### config.mk
export PLATFORM = sky130hd
export DESIGN_NAME = dl_reset_seq_flat
export DESIGN_NICKNAME = d
export VERILOG_FILES = /design/src/rtl/dl_reset_seq_pkg.sv /design/src/rtl/dl_reset_seq_if.sv /design/src/rtl/dl_reset_seq_tracker.sv /design/src/rtl/dl_reset_seq.sv /design/src/flat_wrapper.sv
export SDC_FILE = /design/constraint.sdc
export NUM_CORES = 1
export LEC_CHECK = 0
export CAP_MARGIN = 20
export CORE_MARGIN = 2
export CORE_UTILIZATION = 49
export CTS_CLUSTER_DIAMETER = 100
export DETAILED_ROUTE_END_ITERATION = 10
export GPL_TIMING_DRIVEN = 0
export PLACE_DENSITY_LB_ADDON = 0.3
export REMOVE_ABC_BUFFERS = 1
export SETUP_SLACK_MARGIN = 0.5
export SYNTH_ARGS = -nofsm -noshare
export SYNTH_HDL_FRONTEND = slang
export SYNTH_HIERARCHICAL = 1
export SYNTH_SLANG_ARGS = --single-unit
### constraint.sdc
create_clock -name clk_sys -period 3.3 [get_ports clk_sys]
set_clock_uncertainty 0.05 [all_clocks]
set_input_delay 0.33 -clock clk_sys [delete_from_list [all_inputs] [get_ports clk_sys]]
set_output_delay 0.33 -clock clk_sys [all_outputs]
set_load 0.01 [all_outputs]
### src/rtl/dl_reset_seq_pkg.sv
// Shared types and helpers for the ABC80 download tracker / reset sequencer.
// Provides the sequencer state enum, counter width helper and slot-mask test.
package abc80_dl_pkg;

    typedef enum logic [1:0] {
        WAIT,
        DL,
        HOLD,
        RUN
    } state_t;

    localparam int IDX_W = 8;

    // Width of a down-counter that must hold n-1.
    function automatic int cnt_width(input int n);
        return (n > 1) ? $clog2(n) : 1;
    endfunction

    // True when idx names a tracked slot and that slot's mask bit is set.
    function automatic logic in_mask(
        input logic [255:0]     mask,
        input logic [IDX_W-1:0] idx,
        input int               n
    );
        return (int'(idx) < n) && mask[idx];
    endfunction

endpackage

### src/rtl/dl_reset_seq_if.sv
// data_io download bus: download flag, slot index, write strobe, address.
// master drives the bus (data_io side), slave observes it (sequencer side).
interface dl_reset_seq_if #(
    parameter int ADDR_W = 25
);
    import abc80_dl_pkg::*;

    logic              ioctl_download;
    logic [IDX_W-1:0]  ioctl_index;
    logic              ioctl_wr;
    logic [ADDR_W-1:0] ioctl_addr;

    modport master (
        output ioctl_download,
        output ioctl_index,
        output ioctl_wr,
        output ioctl_addr
    );

    modport slave (
        input ioctl_download,
        input ioctl_index,
        input ioctl_wr,
        input ioctl_addr
    );
endinterface

### src/rtl/dl_reset_seq_tracker.sv
// Download tracker: edge detect, per-download length/write tracking, loaded flags.
// Ports: clk/rst, bus (slave), rise/fall strobes, index, next loaded, status outs.
module dl_tracker
    import abc80_dl_pkg::*;
#(
    parameter int N_SLOTS = 4,
    parameter int ADDR_W  = 25
) (
    input  logic               clk_sys,
    input  logic               reset,
    dl_reset_seq_if.slave      bus,
    output logic               rise_o,
    output logic               fall_o,
    output logic [IDX_W-1:0]   cur_idx_o,
    output logic [N_SLOTS-1:0] loaded_nx_o,
    output logic [N_SLOTS-1:0] loaded_o,
    output logic               dl_done_o,
    output logic               dl_err_o,
    output logic [ADDR_W:0]    dl_len_o
);

    logic               dl_q;
    logic               skip_q, skip_d;
    logic               wrote_q, wrote_d;
    logic [IDX_W-1:0]   idx_q, idx_d;
    logic [ADDR_W:0]    len_q, len_d, wr_len;
    logic [N_SLOTS-1:0] loaded_q, loaded_d;
    logic               done_q, done_d;
    logic               err_q, err_d;
    logic [ADDR_W:0]    dl_len_q, dl_len_d;
    logic               valid;

    // skip_q masks a download already running when reset released, so its
    // fall can never be mistaken for a completed load.
    always_comb begin
        rise_o   = bus.ioctl_download & ~dl_q & ~skip_q;
        fall_o   = ~bus.ioctl_download & dl_q & ~skip_q;
        skip_d   = skip_q & bus.ioctl_download;
        valid    = int'(idx_q) < N_SLOTS;
        idx_d    = rise_o ? bus.ioctl_index : idx_q;
        wr_len   = {1'b0, bus.ioctl_addr} + (ADDR_W+1)'(1);
        len_d    = rise_o ? '0 : len_q;
        wrote_d  = rise_o ? 1'b0 : wrote_q;
        if (bus.ioctl_download && bus.ioctl_wr) begin
            wrote_d = 1'b1;
            if (wr_len > len_d) len_d = wr_len;
        end
        loaded_d = loaded_q;
        for (int i = 0; i < N_SLOTS; i++) begin
            if (fall_o && wrote_q && int'(idx_q) == i)
                loaded_d[i] = 1'b1;
        end
        done_d   = fall_o & valid;
        err_d    = fall_o & ~valid;
        dl_len_d = fall_o ? len_q : dl_len_q;
    end

    always_ff @(posedge clk_sys or posedge reset) begin
        if (reset) begin
            dl_q     <= 1'b0;
            skip_q   <= 1'b1;
            wrote_q  <= 1'b0;
            idx_q    <= '0;
            len_q    <= '0;
            loaded_q <= '0;
            done_q   <= 1'b0;
            err_q    <= 1'b0;
            dl_len_q <= '0;
        end else begin
            dl_q     <= bus.ioctl_download;
            skip_q   <= skip_d;
            wrote_q  <= wrote_d;
            idx_q    <= idx_d;
            len_q    <= len_d;
            loaded_q <= loaded_d;
            done_q   <= done_d;
            err_q    <= err_d;
            dl_len_q <= dl_len_d;
        end
    end

    assign cur_idx_o   = idx_d;
    assign loaded_nx_o = loaded_d;
    assign loaded_o    = loaded_q;
    assign dl_done_o   = done_q;
    assign dl_err_o    = err_q;
    assign dl_len_o    = dl_len_q;

endmodule

### src/rtl/dl_reset_seq.sv
// Core reset sequencer: waits for required slots, stretches resets, holds on ROM loads.
// Ports: clk_sys/reset, rst_req, bus (slave), core_reset, loaded, dl_* status.
module dl_reset_seq
    import abc80_dl_pkg::*;
#(
    parameter int                 N_SLOTS     = 4,
    parameter logic [N_SLOTS-1:0] REQ_MASK    = N_SLOTS'(1),
    parameter logic [N_SLOTS-1:0] RESET_ON_DL = N_SLOTS'(1),
    parameter int                 HOLD_CYCLES = 1024,
    parameter int                 ADDR_W      = 25
) (
    input  logic               clk_sys,
    input  logic               reset,
    input  logic               rst_req,
    dl_reset_seq_if.slave      bus,
    output logic               core_reset,
    output logic [N_SLOTS-1:0] loaded,
    output logic               dl_done,
    output logic               dl_err,
    output logic [ADDR_W:0]    dl_len,
    output logic               dl_busy_rst
);

    localparam int CNT_W = cnt_width(HOLD_CYCLES);
    localparam logic [CNT_W-1:0] CNT_LD = CNT_W'(HOLD_CYCLES - 1);

    state_t             state_q, state_d;
    logic [CNT_W-1:0]   cnt_q, cnt_d;
    logic               core_rst_q, busy_q;
    logic               rise, fall;
    logic [IDX_W-1:0]   cur_idx;
    logic [N_SLOTS-1:0] loaded_nx;

    function automatic logic req_ok(input logic [N_SLOTS-1:0] v);
        return (v & REQ_MASK) == REQ_MASK;
    endfunction

    dl_tracker #(
        .N_SLOTS (N_SLOTS),
        .ADDR_W  (ADDR_W)
    ) u_trk (
        .clk_sys     (clk_sys),
        .reset       (reset),
        .bus         (bus),
        .rise_o      (rise),
        .fall_o      (fall),
        .cur_idx_o   (cur_idx),
        .loaded_nx_o (loaded_nx),
        .loaded_o    (loaded),
        .dl_done_o   (dl_done),
        .dl_err_o    (dl_err),
        .dl_len_o    (dl_len)
    );

    always_comb begin
        state_d = state_q;
        cnt_d   = cnt_q;
        unique case (state_q)
            WAIT: begin
                if (req_ok(loaded) && !bus.ioctl_download) begin
                    state_d = HOLD;
                    cnt_d   = CNT_LD;
                end
            end
            DL: begin
                // Judge the requirement on the flags this fall produces.
                if (fall) begin
                    if (req_ok(loaded_nx)) begin
                        state_d = HOLD;
                        cnt_d   = CNT_LD;
                    end else begin
                        state_d = WAIT;
                    end
                end
            end
            HOLD: begin
                if (rst_req)
                    cnt_d = CNT_LD;
                else if (cnt_q == '0)
                    state_d = RUN;
                else
                    cnt_d = cnt_q - CNT_W'(1);
            end
            RUN: begin
                if (rst_req) begin
                    state_d = HOLD;
                    cnt_d   = CNT_LD;
                end
            end
            default: state_d = WAIT;
        endcase
        // A reset-class download start overrides everything, incl. rst_req.
        if (rise && in_mask(256'(RESET_ON_DL), cur_idx, N_SLOTS))
            state_d = DL;
    end

    always_ff @(posedge clk_sys or posedge reset) begin
        if (reset) begin
            state_q    <= WAIT;
            cnt_q      <= '0;
            core_rst_q <= 1'b1;
            busy_q     <= 1'b0;
        end else begin
            state_q    <= state_d;
            cnt_q      <= cnt_d;
            core_rst_q <= (state_d != RUN);
            busy_q     <= (state_d == DL);
        end
    end

    assign core_reset  = core_rst_q;
    assign dl_busy_rst = busy_q;

endmodule

### src/flat_wrapper.sv
// flat-port wrapper written by rule: the top's interface ports become plain ports
module dl_reset_seq_flat import abc80_dl_pkg::*;
#(
    parameter int                 N_SLOTS     = 4,
    parameter logic [N_SLOTS-1:0] REQ_MASK    = N_SLOTS'(1),
    parameter logic [N_SLOTS-1:0] RESET_ON_DL = N_SLOTS'(1),
    parameter int                 HOLD_CYCLES = 1024,
    parameter int                 ADDR_W      = 25
)
  (clk_sys, reset, rst_req, core_reset, loaded, dl_done, dl_err, dl_len, dl_busy_rst, bus_ioctl_download, bus_ioctl_index, bus_ioctl_wr, bus_ioctl_addr);
  dl_reset_seq_if #(.ADDR_W(ADDR_W)) bus_i ();
  input  logic clk_sys;
  input  logic reset;
  input  logic rst_req;
  output logic core_reset;
  output logic [N_SLOTS-1:0] loaded;
  output logic dl_done;
  output logic dl_err;
  output logic [ADDR_W:0] dl_len;
  output logic dl_busy_rst;
  input wire logic [$bits(bus_i.ioctl_download)-1:0] bus_ioctl_download;
  input wire logic [$bits(bus_i.ioctl_index)-1:0] bus_ioctl_index;
  input wire logic [$bits(bus_i.ioctl_wr)-1:0] bus_ioctl_wr;
  input wire logic [$bits(bus_i.ioctl_addr)-1:0] bus_ioctl_addr;
  assign bus_i.ioctl_download = bus_ioctl_download;
  assign bus_i.ioctl_index = bus_ioctl_index;
  assign bus_i.ioctl_wr = bus_ioctl_wr;
  assign bus_i.ioctl_addr = bus_ioctl_addr;
  dl_reset_seq #(.N_SLOTS(N_SLOTS), .REQ_MASK(REQ_MASK), .RESET_ON_DL(RESET_ON_DL), .HOLD_CYCLES(HOLD_CYCLES), .ADDR_W(ADDR_W)) u_core (.clk_sys(clk_sys), .reset(reset), .rst_req(rst_req), .bus(bus_i), .core_reset(core_reset), .loaded(loaded), .dl_done(dl_done), .dl_err(dl_err), .dl_len(dl_len), .dl_busy_rst(dl_busy_rst));
endmodule
# [Word-level counts from Yosys, hierarchy flattened]
# Memories as Yosys holds them, arrays and structs flattened.
# Cells that the tools add are included.
# W data, S select, Z words.
[word_totals] ff_bits=83 output_inout_bits=34 elab_cells=85 mem_bits_ro=256 in_bits=38 n_memories=1
[classes] order_cmp=4 n_eq_ne=13 n_bitwise=11 muxes=23 add_sub_neg=2 n_reduce_logical=15
[memory_table] name="(name not given)" depth=256 word_bits=1 read_ports=1 rd_clocked_by_memory_dff=0 wr=0 line="dl_reset_seq_pkg.sv:25" source="return (int'(idx) < n) && mask[idx];"
[ops] op="$mux W26" count=3
[ops] op="$mux W10" count=6
[ops] op="$pmux W10 S4" count=1
[ops] op="$add A25 B1 Y26 const B" count=1
[ops] op="$gt A26 B26 Y1" count=1
[ops] op="$eq A8 B3 Y1 const B" count=2
[ops] op="$lt A8 B3 Y1 const B" count=2
[ops] op="$mux W2" count=7
[ops] op="$logic_not A10 Y1" count=1
[ops] op="$sub A10 B1 Y10 const B" count=1
[ops] op="$logic_and A1 B1 Y1" count=9
[ops] op="$lt A8 B9 Y1 const B" count=1
[ops] op="$eq A8 B2 Y1 const B" count=1
[ops] op="$logic_not A8 Y1" count=1
[ops] op="$mux W8" count=1
[ops] op="$pmux W2 S4" count=1
[ops] op="$and A1 B1 Y1" count=7
[ops] op="$ne A2 B2 Y1 const B" count=3
[ops] op="$reduce_and A5 Y1" count=1
[ops] op="$eq A2 B1 Y1 const B" count=2
[ops] op="$eq A2 B2 Y1 const B" count=2
[ops] op="$mux W1" count=4
[ops] op="$ne A2 B1 Y1 const B" count=2
[ops] op="$not A1 Y1" count=4
[ops] op="other kinds (4)" count=4

# [Depth between registers and ports, before layout]
[logic_depth] word_depth=11 depth_mapped=14

# [Modules after synthesis]
# Netlist, hierarchy kept.
[by_module_without_submodules] mod="dl_tracker" area_each_um2=3877.5 instances=1 cells_per_inst=354
[by_module_without_submodules] mod="dl_reset_seq" area_each_um2=783.3 instances=1 cells_per_inst=80

# [Worst setup path before layout]
# OpenSTA, ideal clock, no wires.
[synth_path] kind="input-to-reg" from="input bus_ioctl_addr[2]" to="register u_core.u_trk.len_q[10]" path_buffers=1 path_stages=12 slack_ns=-0.142 arrival_time_ns=3.267 path_cell_list="and4_1 -> and3_1 -> nor2b_1 -> nand4_1 -> xnor2_1 -> ha_1 -> nand4_1 -> nor3_1 -> a221o_2 -> o41ai_4 -> buf_6 -> mux2_4"
[synth_via] elab_chain_len=4
[synth_rtl] element="start, declared" line="flat_wrapper.sv:24" source="input wire logic [$bits(bus_i.ioctl_addr)-1:0] bus_ioctl_addr;"
[synth_rtl] element="$add A25 B1 Y26 *" line="dl_reset_seq_tracker.sv:41" source="wr_len = {1'b0, bus.ioctl_addr} + (ADDR_W+1)'(1);"
[synth_rtl] element="$gt A26 B26 Y1" line="dl_reset_seq_tracker.sv:46" source="if (wr_len > len_d) len_d = wr_len;"
[synth_rtl] element="$mux W26 *" line="dl_reset_seq_tracker.sv:46"
[synth_rtl] element="$mux W26 *" line="dl_reset_seq_tracker.sv:44" source="if (bus.ioctl_download && bus.ioctl_wr) begin"
[synth_rtl] element="named net u_core.u_trk.len_d[10]" line="dl_reset_seq_tracker.sv:26" source="logic [ADDR_W:0] len_q, len_d, wr_len;"
[synth_rtl] element="end signal, assigned" line="dl_reset_seq_tracker.sv:74" source="len_q <= len_d;"
[synth_rtl] element="end, declared" line="dl_reset_seq_tracker.sv:26"
# The timed path passes the listed nets; every way through them passes the cells marked *.
# A chain may end at the register's enable or synchronous reset.

# [Final worst setup path]
[layout_path] from="input bus_ioctl_addr[7]" to="register u_core.u_trk.len_q[3]"
[layout_via] elab_chain_len=4
[layout_rtl] element="$add A25 B1 Y26" line="dl_reset_seq_tracker.sv:41"
[layout_rtl] element="$gt A26 B26 Y1" line="dl_reset_seq_tracker.sv:46"
[layout_rtl] element="$mux W26" line="dl_reset_seq_tracker.sv:46"
[layout_rtl] element="$mux W26" line="dl_reset_seq_tracker.sv:44"
[layout_rtl] element="named net u_core.u_trk.len_d[3]" line="dl_reset_seq_tracker.sv:26"
# The timed path passes the listed nets, and every way through them passes these cells.

==> qor.yml <==
clock_network:
  clk_latency_ns: 0.35
  clkSinkCount: 83
  cts_tree: "yes"
  clockRootBuffer: "clkbuf_8"
  h-tree-depth: 3
  cts_buffers: 9
  holdBufCountCts: 0
  clk_path_buf_depth: 2
  clk_pin_slew_worst_paths_ns: 0.09
route:
  wl_per_cell_um: 17.17
  via_count: 3729
  wl_met2_um: 5964
  routed_wl_um: 11760
  ant_nets: 0
  drt_iter0_drc: 222
  dr.pass1.iters: 5
  remaining_drc_errors: 0
  wl_met1_um: 5078
  top_layer: "met4"
  met3_length_um: 493
  routed_via_density: 5.444
setup_path:
  critPathBufInv: 4
  ff2ff_setup_slack_ns: 0.07
  critPathTopFamily: "simple AND/OR/NAND/NOR gates"
  cp.depth: 15
  reg2reg_depth: 12
  critPathArrivalTime_ns: 3.47
  worst-setup-path-type: "input port to flop"
  cp-start-kind: "input port"
  critPathMaxStageDelay_ns: 0.38
  cp_max_fo: 6
  end_kind: "flop"
  cp_slowest_cell: "a221o_2"
  worstPathCellList: "buf_2 > and4_4 > nand3_4 > nor2b_4 > buf_6 > nand4_1 > xnor2_2 > ha_1 > nand4_1 > nor3_2 > a221o_2 > o41ai_4 > buf_6 > buf_8 > mux2_4"
  critPathRequiredTime_ns: 3.49
logic_synthesis:
  netlist_area_sq_um: 4661
  synth-edff-count: 0
  yosys_warnings: 6
  ys_seq_area_share_pct: 44.62
  synth-seq-cells: 83
  synth_area_leader_cell: "dfrtp_1"
  ys_types: 56
  async_flop_share_pct: 100.0
  ys.flop_type: "dfrtp_1"
  syn-mean-instance-area_sq_um: 10.74
  synth_top_area_share_pct: 43.49
  synthTopCellsByArea: "dfrtp_1 (43%), ha_1 (7.8%), mux2_2 (7.7%)"
  syn_inst: 434
placement:
  numPortBuffers: 71
  gp_congestion: 0.7889
  dp_hpwl_um: 7078
  place_area_sq_um: 5548
outcome:
  outcome: "finished, final reports clean"
power:
  swShare_pct: 30.34
  power.clock.fraction_pct: 25.3
  ir_drop_mv: 0.2656
  powerDensity_nw_per_um2: 464.1
  p_int_uw: 2104
  sequentialPowerShare_pct: 42.9
  switching_power_uw: 916.3
  p_leak_uw: 0.003004
  comb_power_share_pct: 31.8
cells_and_area:
  drive_gt1_share_pct: 36.51
  final_area_sq_um: 6507
  post-route-util_pct: 70.43
  area_delta_synth_final_pct: 39.62
  nets: 618
  diodes: 0
floorplanning:
  io_pins: 72
  start_util_pct: 50.44
  die_y_um: 101.5
  fp.dieArea_sq_um: 10310
  coreArea_sq_um: 9240
  fp.dieW_um: 101.5
  rows: 35
sta:
  relSlewSlack_pct: 42.66
  fin_worst_hold_slack_ns: 0.2019
  rsz0062_at_grt: "true"
  finalSetupViolCount: 0
  finalSetupTns_ns: 0
  finalCritPeriodShare_pct: 99.31
  slew_viol_final: 0
  worstMarginPinSlew_ns: 0.8601
  max_freq_mhz: 305.1
  hold_viol_final: 0
  layout_min_cycle_time_ns: 3.277
grt:
  grt_first_pass_wirelength_um: 18160
  antenna_found_initial: 0
  grt_max_degree: 70
  grt_usage_pct: 22.64
  first_global_vias: 3746
  gr-total-overflow: 0
hold_path:
  min_path_cells: 1
  hp-class: "input port to flop"
job:
  max_cap_violations: 0
## per-layer routing
metal / vias up / global-route usage (%)
met5: - / 0
met2: 91 / 37.50
met3: 23 / 4.831
met4: 0 / 7.484
li1: 1767 / -
met1: 1848 / 29.67
## timing repair
| action | 4_1_cts | 5_1_grt |
|---|---|---|
| pin swaps | 29 | 29 |
| endpoints found under the setup margin | 37 | 38 |
| gates resized for setup | 109 | 57 |
| buffers inserted | 24 | 13 |
| cloned | 2 | 0 |
## area by class of cell
| cell class | instances | area (sq um) |
|---|---|---|
| inverters | 35 | 133.9 |
| fillers | 621 | 2733 |
| repair buffers | 114 | 1061 |
| well taps | 129 | 161.4 |
| clock buffers | 10 | 137.6 |
| clock inverters | 6 | 71.32 |
| flip-flops and latches | 83 | 2079 |
| multi-input cells | 308 | 2863 |
## flip-flops by register name, indices dropped and copies added, names as in the netlist, 2 cells and up
register,flops
u_core/u_trk/dl_len_o,26
u_core/u_trk/len_q,26
u_core/cnt_q,10
u_core/u_trk/idx_q,8
u_core/u_trk/loaded_o,4
u_core/state_q,2
## worst paths after layout
check / startpoint / endpoint
max reg2reg: u_core/u_trk/skip_q / u_core/u_trk/len_q[3]
min reg2reg: u_core/u_trk/loaded_o[3] / u_core/u_trk/loaded_o[3]
min: bus_ioctl_download / u_core/u_trk/dl_q
min in group asynchronous: reset / u_core/cnt_q[6]
max in group asynchronous: reset / u_core/u_trk/wrote_q
max: bus_ioctl_addr[7] / u_core/u_trk/len_q[3]
## through the flow
step	cells	power, uW	setup WS (ns)
finish	685	3020	0.02261
global route	685	3190	-0.1125
CTS	671	2948	0.1273
detailed placement	629	2093	-1.629
global placement	624	2053	-3.099
floorplan	424	1755	-0.8825
## cell usage in the layout (no fill, tap or decap), types with 3 or more instances in the layout
master / count
o21ai_0: 3
nand2_1: 52
inv_2: 9
a21oi_1: 7
nand3_1: 15
inv_1: 24
clkbuf_8: 10
o31ai_1: 4
dfrtp_1: 81
buf_4: 33
ha_4: 13
or3b_4: 3
ha_1: 16
buf_6: 11
xor2_1: 3
and2_1: 14
mux2_2: 28
nor2_1: 15
a21o_1: 4
nand2b_1: 3
mux2i_1: 3
and2_4: 10
buf_2: 4
dlygate4sd2_1: 5
clkdlybuf4s50_1: 50
nor3_1: 4
xnor2_2: 10
and3_1: 3
and4_4: 3
a21oi_2: 3
xnor2_1: 8
nand4_1: 13
mux2_4: 22
clkbuf_2: 4
a211oi_2: 3
buf_8: 3
## power groups by stage
stage | clock network, uW | registers [uW] | logic [uW]
4_1_cts | 783 | 1290 | 871
5_1_grt | 829 | 1320 | 1040
3_3_place_gp | 0 | 1310 | 746
6_report | 764 | 1300 | 960
2_1_floorplan | 0 | 1320 | 430
3_5_place_dp | 0 | 1310 | 782
## cells in the mapped netlist (5+ instances only)
cell and instances:
ha_1 29, nand3_1 18, nor2_1 16, mux2_4 18, xnor2_1 19, nor3_1 5
mux2_2 32, and3_1 5, nand2_1 52, inv_1 34, dfrtp_1 81, and2_1 24
nand4_1 13, a21oi_1 12, clkbuf_1 6
## kinds of logic after synthesis
group / synth area share [%]
muxes: 14.17
and+or+nand+nor: 17.66
buffers and inverters: 3.946
xor gates and xnor gates: 4.322
AOI/OAI and AO/OA: 7.490
DFF: 44.62
adders and majority gates: 7.785
(Power assumes the default switching activity.)
